`src/rtl/clock_timer_if.sv`:
```
// Bus bundle for one clock_timer field: control/button inputs and the count/wrap outputs.
interface clock_timer_if #(
  parameter int unsigned WIDTH = 32
);
  logic             power;
  logic             enable;
  logic             tick;
  logic             add_time;
  logic             sub_time;
  logic [WIDTH-1:0] count;
  logic             sig_end;

  modport master (
    output power, enable, tick, add_time, sub_time,
    input  count, sig_end
  );

  modport slave (
    input  power, enable, tick, add_time, sub_time,
    output count, sig_end
  );
endinterface

```
`src/rtl/clock_timer.sv`:
```
// Modulo-RANGE clock field: counts on tick in run mode, steps on button presses in set mode.
// Define TIMER_AUTOREPEAT_EN to enable auto-repeat while a set button is held.
module clock_timer #(
  parameter int unsigned     WIDTH         = 32,
  parameter longint unsigned RANGE         = 60,
  parameter int unsigned     REPEAT_DELAY  = 8,
  parameter int unsigned     REPEAT_PERIOD = 4
) (
  input  logic          clk,
  input  logic          reset_n,
  clock_timer_if.slave  bus
);

  localparam logic [WIDTH-1:0] MaxCount = WIDTH'(RANGE - 64'd1);
  localparam logic [WIDTH-1:0] One      = 1;

  typedef enum logic [1:0] {
    MODE_OFF,
    MODE_RUN,
    MODE_SET
  } mode_e;

  mode_e            mode;
  logic             add_hist;
  logic             sub_hist;
  logic             add_rise;
  logic             sub_rise;
  logic             step_up;
  logic             step_dn;
  logic [WIDTH-1:0] count_q;
  logic [WIDTH-1:0] count_d;
  logic             sig_end_q;
  logic             sig_end_d;

  always_comb begin
    mode = MODE_OFF;
    if (bus.power) begin
      mode = bus.enable ? MODE_RUN : MODE_SET;
    end
  end

  assign add_rise = bus.add_time & ~add_hist;
  assign sub_rise = bus.sub_time & ~sub_hist;

`ifdef TIMER_AUTOREPEAT_EN
  // rep_cnt == 0 means idle; it is armed by a single press and cleared by anything else.
  logic [31:0] rep_cnt;
  logic [31:0] rep_cnt_d;
  logic        rep_on;
  logic        rep_on_d;
  logic        rep_fire;
  logic        hold_one;

  assign hold_one = (bus.add_time & add_hist & ~bus.sub_time) |
                    (bus.sub_time & sub_hist & ~bus.add_time);

  always_comb begin
    rep_cnt_d = '0;
    rep_on_d  = 1'b0;
    rep_fire  = 1'b0;
    if (mode == MODE_SET) begin
      if (add_rise ^ sub_rise) begin
        rep_cnt_d = 32'd1;
      end else if (hold_one && (rep_cnt != '0)) begin
        if (rep_cnt == (rep_on ? REPEAT_PERIOD : REPEAT_DELAY)) begin
          rep_fire  = 1'b1;
          rep_cnt_d = 32'd1;
          rep_on_d  = 1'b1;
        end else begin
          rep_cnt_d = rep_cnt + 32'd1;
          rep_on_d  = rep_on;
        end
      end
    end
  end

  always_ff @(posedge clk or negedge reset_n) begin
    if (!reset_n) begin
      rep_cnt <= '0;
      rep_on  <= 1'b0;
    end else begin
      rep_cnt <= rep_cnt_d;
      rep_on  <= rep_on_d;
    end
  end

  assign step_up = (mode == MODE_SET) & ((add_rise & ~sub_rise) | (rep_fire & bus.add_time));
  assign step_dn = (mode == MODE_SET) & ((sub_rise & ~add_rise) | (rep_fire & bus.sub_time));
`else
  assign step_up = (mode == MODE_SET) & add_rise & ~sub_rise;
  assign step_dn = (mode == MODE_SET) & sub_rise & ~add_rise;
`endif

  always_comb begin
    count_d   = count_q;
    sig_end_d = 1'b0;
    unique case (mode)
      MODE_OFF: count_d = '0;
      MODE_RUN: begin
        if (bus.tick) begin
          if (count_q == MaxCount) begin
            count_d   = '0;
            sig_end_d = 1'b1;
          end else begin
            count_d = count_q + One;
          end
        end
      end
      MODE_SET: begin
        if (step_up) begin
          count_d = (count_q == MaxCount) ? '0 : count_q + One;
        end else if (step_dn) begin
          count_d = (count_q == '0) ? MaxCount : count_q - One;
        end
      end
      default: count_d = '0;
    endcase
  end

  // Button history updates in every mode so a press held across a mode switch never steps.
  always_ff @(posedge clk or negedge reset_n) begin
    if (!reset_n) begin
      count_q   <= '0;
      sig_end_q <= 1'b0;
      add_hist  <= 1'b0;
      sub_hist  <= 1'b0;
    end else begin
      count_q   <= count_d;
      sig_end_q <= sig_end_d;
      add_hist  <= bus.add_time;
      sub_hist  <= bus.sub_time;
    end
  end

  assign bus.count   = count_q;
  assign bus.sig_end = sig_end_q;

endmodule

```
`src/flat_wrapper.sv`:
```
// flat-port wrapper written by rule: the top's interface ports become plain ports
module clock_timer_flat 
#(
  parameter int unsigned     WIDTH         = 32,
  parameter longint unsigned RANGE         = 60,
  parameter int unsigned     REPEAT_DELAY  = 8,
  parameter int unsigned     REPEAT_PERIOD = 4
)
  (clk, reset_n, bus_power, bus_enable, bus_tick, bus_add_time, bus_sub_time, bus_count, bus_sig_end);
  clock_timer_if #(.WIDTH(WIDTH)) bus_i ();
  input  logic clk;
  input  logic reset_n;
  input wire logic [$bits(bus_i.power)-1:0] bus_power;
  input wire logic [$bits(bus_i.enable)-1:0] bus_enable;
  input wire logic [$bits(bus_i.tick)-1:0] bus_tick;
  input wire logic [$bits(bus_i.add_time)-1:0] bus_add_time;
  input wire logic [$bits(bus_i.sub_time)-1:0] bus_sub_time;
  output wire logic [$bits(bus_i.count)-1:0] bus_count;
  output wire logic [$bits(bus_i.sig_end)-1:0] bus_sig_end;
  assign bus_i.power = bus_power;
  assign bus_i.enable = bus_enable;
  assign bus_i.tick = bus_tick;
  assign bus_i.add_time = bus_add_time;
  assign bus_i.sub_time = bus_sub_time;
  assign bus_count = bus_i.count;
  assign bus_sig_end = bus_i.sig_end;
  clock_timer #(.WIDTH(WIDTH), .RANGE(RANGE), .REPEAT_DELAY(REPEAT_DELAY), .REPEAT_PERIOD(REPEAT_PERIOD)) u_core (.clk(clk), .reset_n(reset_n), .bus(bus_i));
endmodule
```
`config.mk`:
```
export PLATFORM = sky130hd
export DESIGN_NAME = clock_timer_flat
export DESIGN_NICKNAME = d
export VERILOG_FILES = /design/src/rtl/clock_timer_if.sv /design/src/rtl/clock_timer.sv /design/src/flat_wrapper.sv
export SDC_FILE = /design/constraint.sdc
export NUM_CORES = 1
export LEC_CHECK = 0
export BUFFER_PORTS_ARGS = -buffer_cell sky130_fd_sc_hd__clkbuf_2
export CORE_UTILIZATION = 40
export CTS_BUF_LIST = sky130_fd_sc_hd__clkbuf_16
export DETAILED_ROUTE_END_ITERATION = 6
export SLEW_MARGIN = 15
export SYNTH_ARGS = -nofsm -noshare
export SYNTH_HDL_FRONTEND = slang
export SYNTH_SLANG_ARGS = --single-unit
```
`constraint.sdc`:
```
create_clock -name clk -period 3.8 [get_ports clk]
set_input_delay 0.57 -clock clk [delete_from_list [all_inputs] [get_ports clk]]
set_output_delay 0.57 -clock clk [all_outputs]
set_load 0.01 [all_outputs]
```
==> results.toml <==
[final_layout]
layout_commonest_cell = "clkbuf_2"
diodes = 0
nets = 418
area_growth_pct = 10.08
mostFrequentLayoutCells = "39 x clkbuf_2, 35 x dfrtp_1, 34 x nand2_1"
nFillCells = 774
drive_above_1_share_pct = 16.14

[logic_synthesis]
synthesis.nets = 402
yosys.area.top_type_share_pct = 28.33
yosysWarnings = 0
yosys_most_used_dff = "dfrtp_1"
yosys.area.top_type = "dfrtp_1"
syn_area_um2 = 3092
seq_area_frac_synth_pct = 28.33
postSynthAreaPerCell_um2 = 7.887
netlist_instances = 392
synth_edf_count = 0
ys_ff_latch = 35
async_flop_share_pct = 100.0
synthTopCellsByArea = "dfrtp_1 28%, o21ai_0 4.7%, a21oi_1 4.4%"
synth_cell_type_count = 58

[pwr]
pwr_density_cell_nw_per_um2 = 564.6
p_leak_nw = 1.344
vdd_drop_max_mv = 0.2248

[drt]
routed_via_density = 6.472
drc_errors = 0
drt-initial-drc-count = 267
ant_nets = 0
drt_wl_total_um = 9690
wl_per_cell_um = 19.07
via_count = 3288
firstDrtPassIters = 6

[cts]
ctsResizeCount = 0
cts_max_level = 2
clock_tree.root_cell = "clkbuf_16"
post_cts_buffers = 0
cts.reportedPaths.clkPinSlew_ns = 0.06
cts_buffer_depth = 2
tritoncts.num_buffers = 5
clock_sinks = 35
holdBufCountCts = 0
cts_tree = "done"
clock_latency_ns = 0.28

[die]
io_pins = 40
rows = 31
initial_core_util_pct = 41.95
die_h_um = 89.92
die-area_um2 = 8085
dieWidth_um = 89.92
core_area_um2 = 7370

[sta]
finalSetupViolCount = 0
finalMaxSlewViolations = 0
clock.fmax_mhz = 339.0
hold_viol = 0
min_period_ns = 2.950
fin_ws_ns = 0.8504
relSlewSlack_pct = 24.16
finClkSkew_ns = 0.004942
worstMarginPinSlew_ns = 1.137
finalCritPeriodShare_pct = 77.62
setup_tns_ns = 0
rsz0062_at_grt = "no"

[place]
gp_congestion = 0.8726
portBuffers = 39
preCtsSetupSlack_ns = 0.9108
dp_hpwl_um = 6453

[worst_setup_path]
required_ns = 3.93
r2r-end = "u_core.bus.count[23]$_DFFE_PN0P_"
reg2reg_slack_ns = 0.85
cp-startpoint = "u_core.bus.count[28]$_DFFE_PN0P_"
worstPathArrival_ns = 3.08
endpoint_kind = "flop"
critPathKind = "reg2reg"
start_kind = "flop"
reg2reg_from = "u_core.bus.count[28]$_DFFE_PN0P_"
crit_path_max_fanout = 26
rr_worst_depth = 6

[min_path]
hold_path.class = "in2reg"
holdPathEnd = "u_core.sub_hist$_DFF_PN0_"
min-delay-start = "bus_sub_time"
hold_depth = 1

[global_routing]
grt_max_degree = 36
antenna_found_initial = 0
grt_use_total_pct = 23.92
grt_pass1_wl_um = 15680
overflow = 0
grt_pass1_vias = 3007

[outcome]
outcome = "completed"

[job]
maxCapViolCount = 0
-- final cells by class --
cell class | count | area (um^2) | share of cell area, %
clock buffers | 5 | 125.1 | 3.676
clock inverters | 3 | 11.26 | 0.3309
inverters | 9 | 33.78 | 0.9926
multi-input cells | 313 | 2001 | 58.79
flip-flops and latches | 35 | 875.8 | 25.74
well taps | 99 | 123.9 | 3.640
repair buffers | 44 | 232.7 | 6.838
-- flip-flops by register name, summed over array words and instances, names as in the netlist --
register,cells
u_core.bus.count,32
u_core.add_hist,1
u_core.sub_hist,1
u_core.bus.sig_end,1
-- worst max-delay path by stage --
| stage | endpoint | slack, ns | depth (start not counted) |
|---|---|---|---|
| floorplan | u_core.bus.count[5]$_DFFE_PN0P_ | 1.65 | 7 |
| global placement | u_core.bus.count[23]$_DFFE_PN0P_ | 0.93 | 6 |
| detailed placement | u_core.bus.count[23]$_DFFE_PN0P_ | 0.91 | 6 |
| CTS | u_core.bus.count[23]$_DFFE_PN0P_ | 0.89 | 6 |
| global route | u_core.bus.count[16]$_DFFE_PN0P_ | 0.56 | 6 |
| finish | u_core.bus.count[23]$_DFFE_PN0P_ | 0.85 | 6 |
-- routing by layer --
| layer | up-vias | share of wire (%) | GRT usage (%) |
|---|---|---|---|
| li1 | 1540 | - | - |
| met1 | 1586 | 45 | 32.40 |
| met2 | 145 | 47 | 38.27 |
| met3 | 17 | 6.6 | 4.061 |
| met4 | 0 | 1.6 | 8.871 |
| met5 | - | 0 | 0 |
-- worst max-delay path, stage by stage, from the launching register on --
cell and delay [ns]:
dfrtp_1 0.47, nor4_1 0.61, nand4_1 0.27, o21bai_2 0.93, o21ai_0 0.21, o21ai_0 0.20, o31ai_1 0.10
-- cell usage after synthesis, types with 5 or more instances --
cell,instances
o21ai_0,29
nor4_4,6
xnor2_1,5
and3_1,6
a21oi_1,27
o22ai_1,9
a31oi_1,8
nand4_1,12
dfrtp_1,35
nor4_1,16
o31ai_1,12
buf_2,16
o21ai_1,5
nand2_1,34
o211ai_1,5
a221oi_1,5
nand3_1,17
nor2_1,27
clkbuf_1,15
inv_1,9
nor3_1,17
and4_1,6
-- stage by stage --
step	hold WS [ns]	cells	power, mW	util [%]	cell area, um^2
6_report	0.4143	508	1.922	46.18	3403
5_1_grt	0.4098	508	2.048	46.18	3403
3_3_place_gp	0.5632	500	1.496	44.33	3267
4_1_cts	0.4088	508	1.916	46.18	3403
3_5_place_dp	0.6015	500	1.506	44.33	3267
2_1_floorplan	0.2744	392	1.256	-	3092
-- report_power, final --
group | internal [mW] | total [mW] | switching, mW
Clock | 0.237 | 0.403 | 0.167
Sequential | 0.443 | 0.637 | 0.194
Combinational | 0.332 | 0.882 | 0.549
Total | 1.01 | 1.92 | 0.910
-- cells by family (layout without fill, tap and decap cells) --
logic type                 count (synthesis)  after routing  synth area share, %
and+or+nand+nor                          171            171                33.02
buffers and inverters                     44             61                6.961
AOI/OAI and AO/OA                        132            132                28.49
adders and majority gates                  3              3                1.214
xor gates and xnor gates                   7              7                1.983
DFF                                       35             35                28.33
Power figures use the tool's default switching activity.
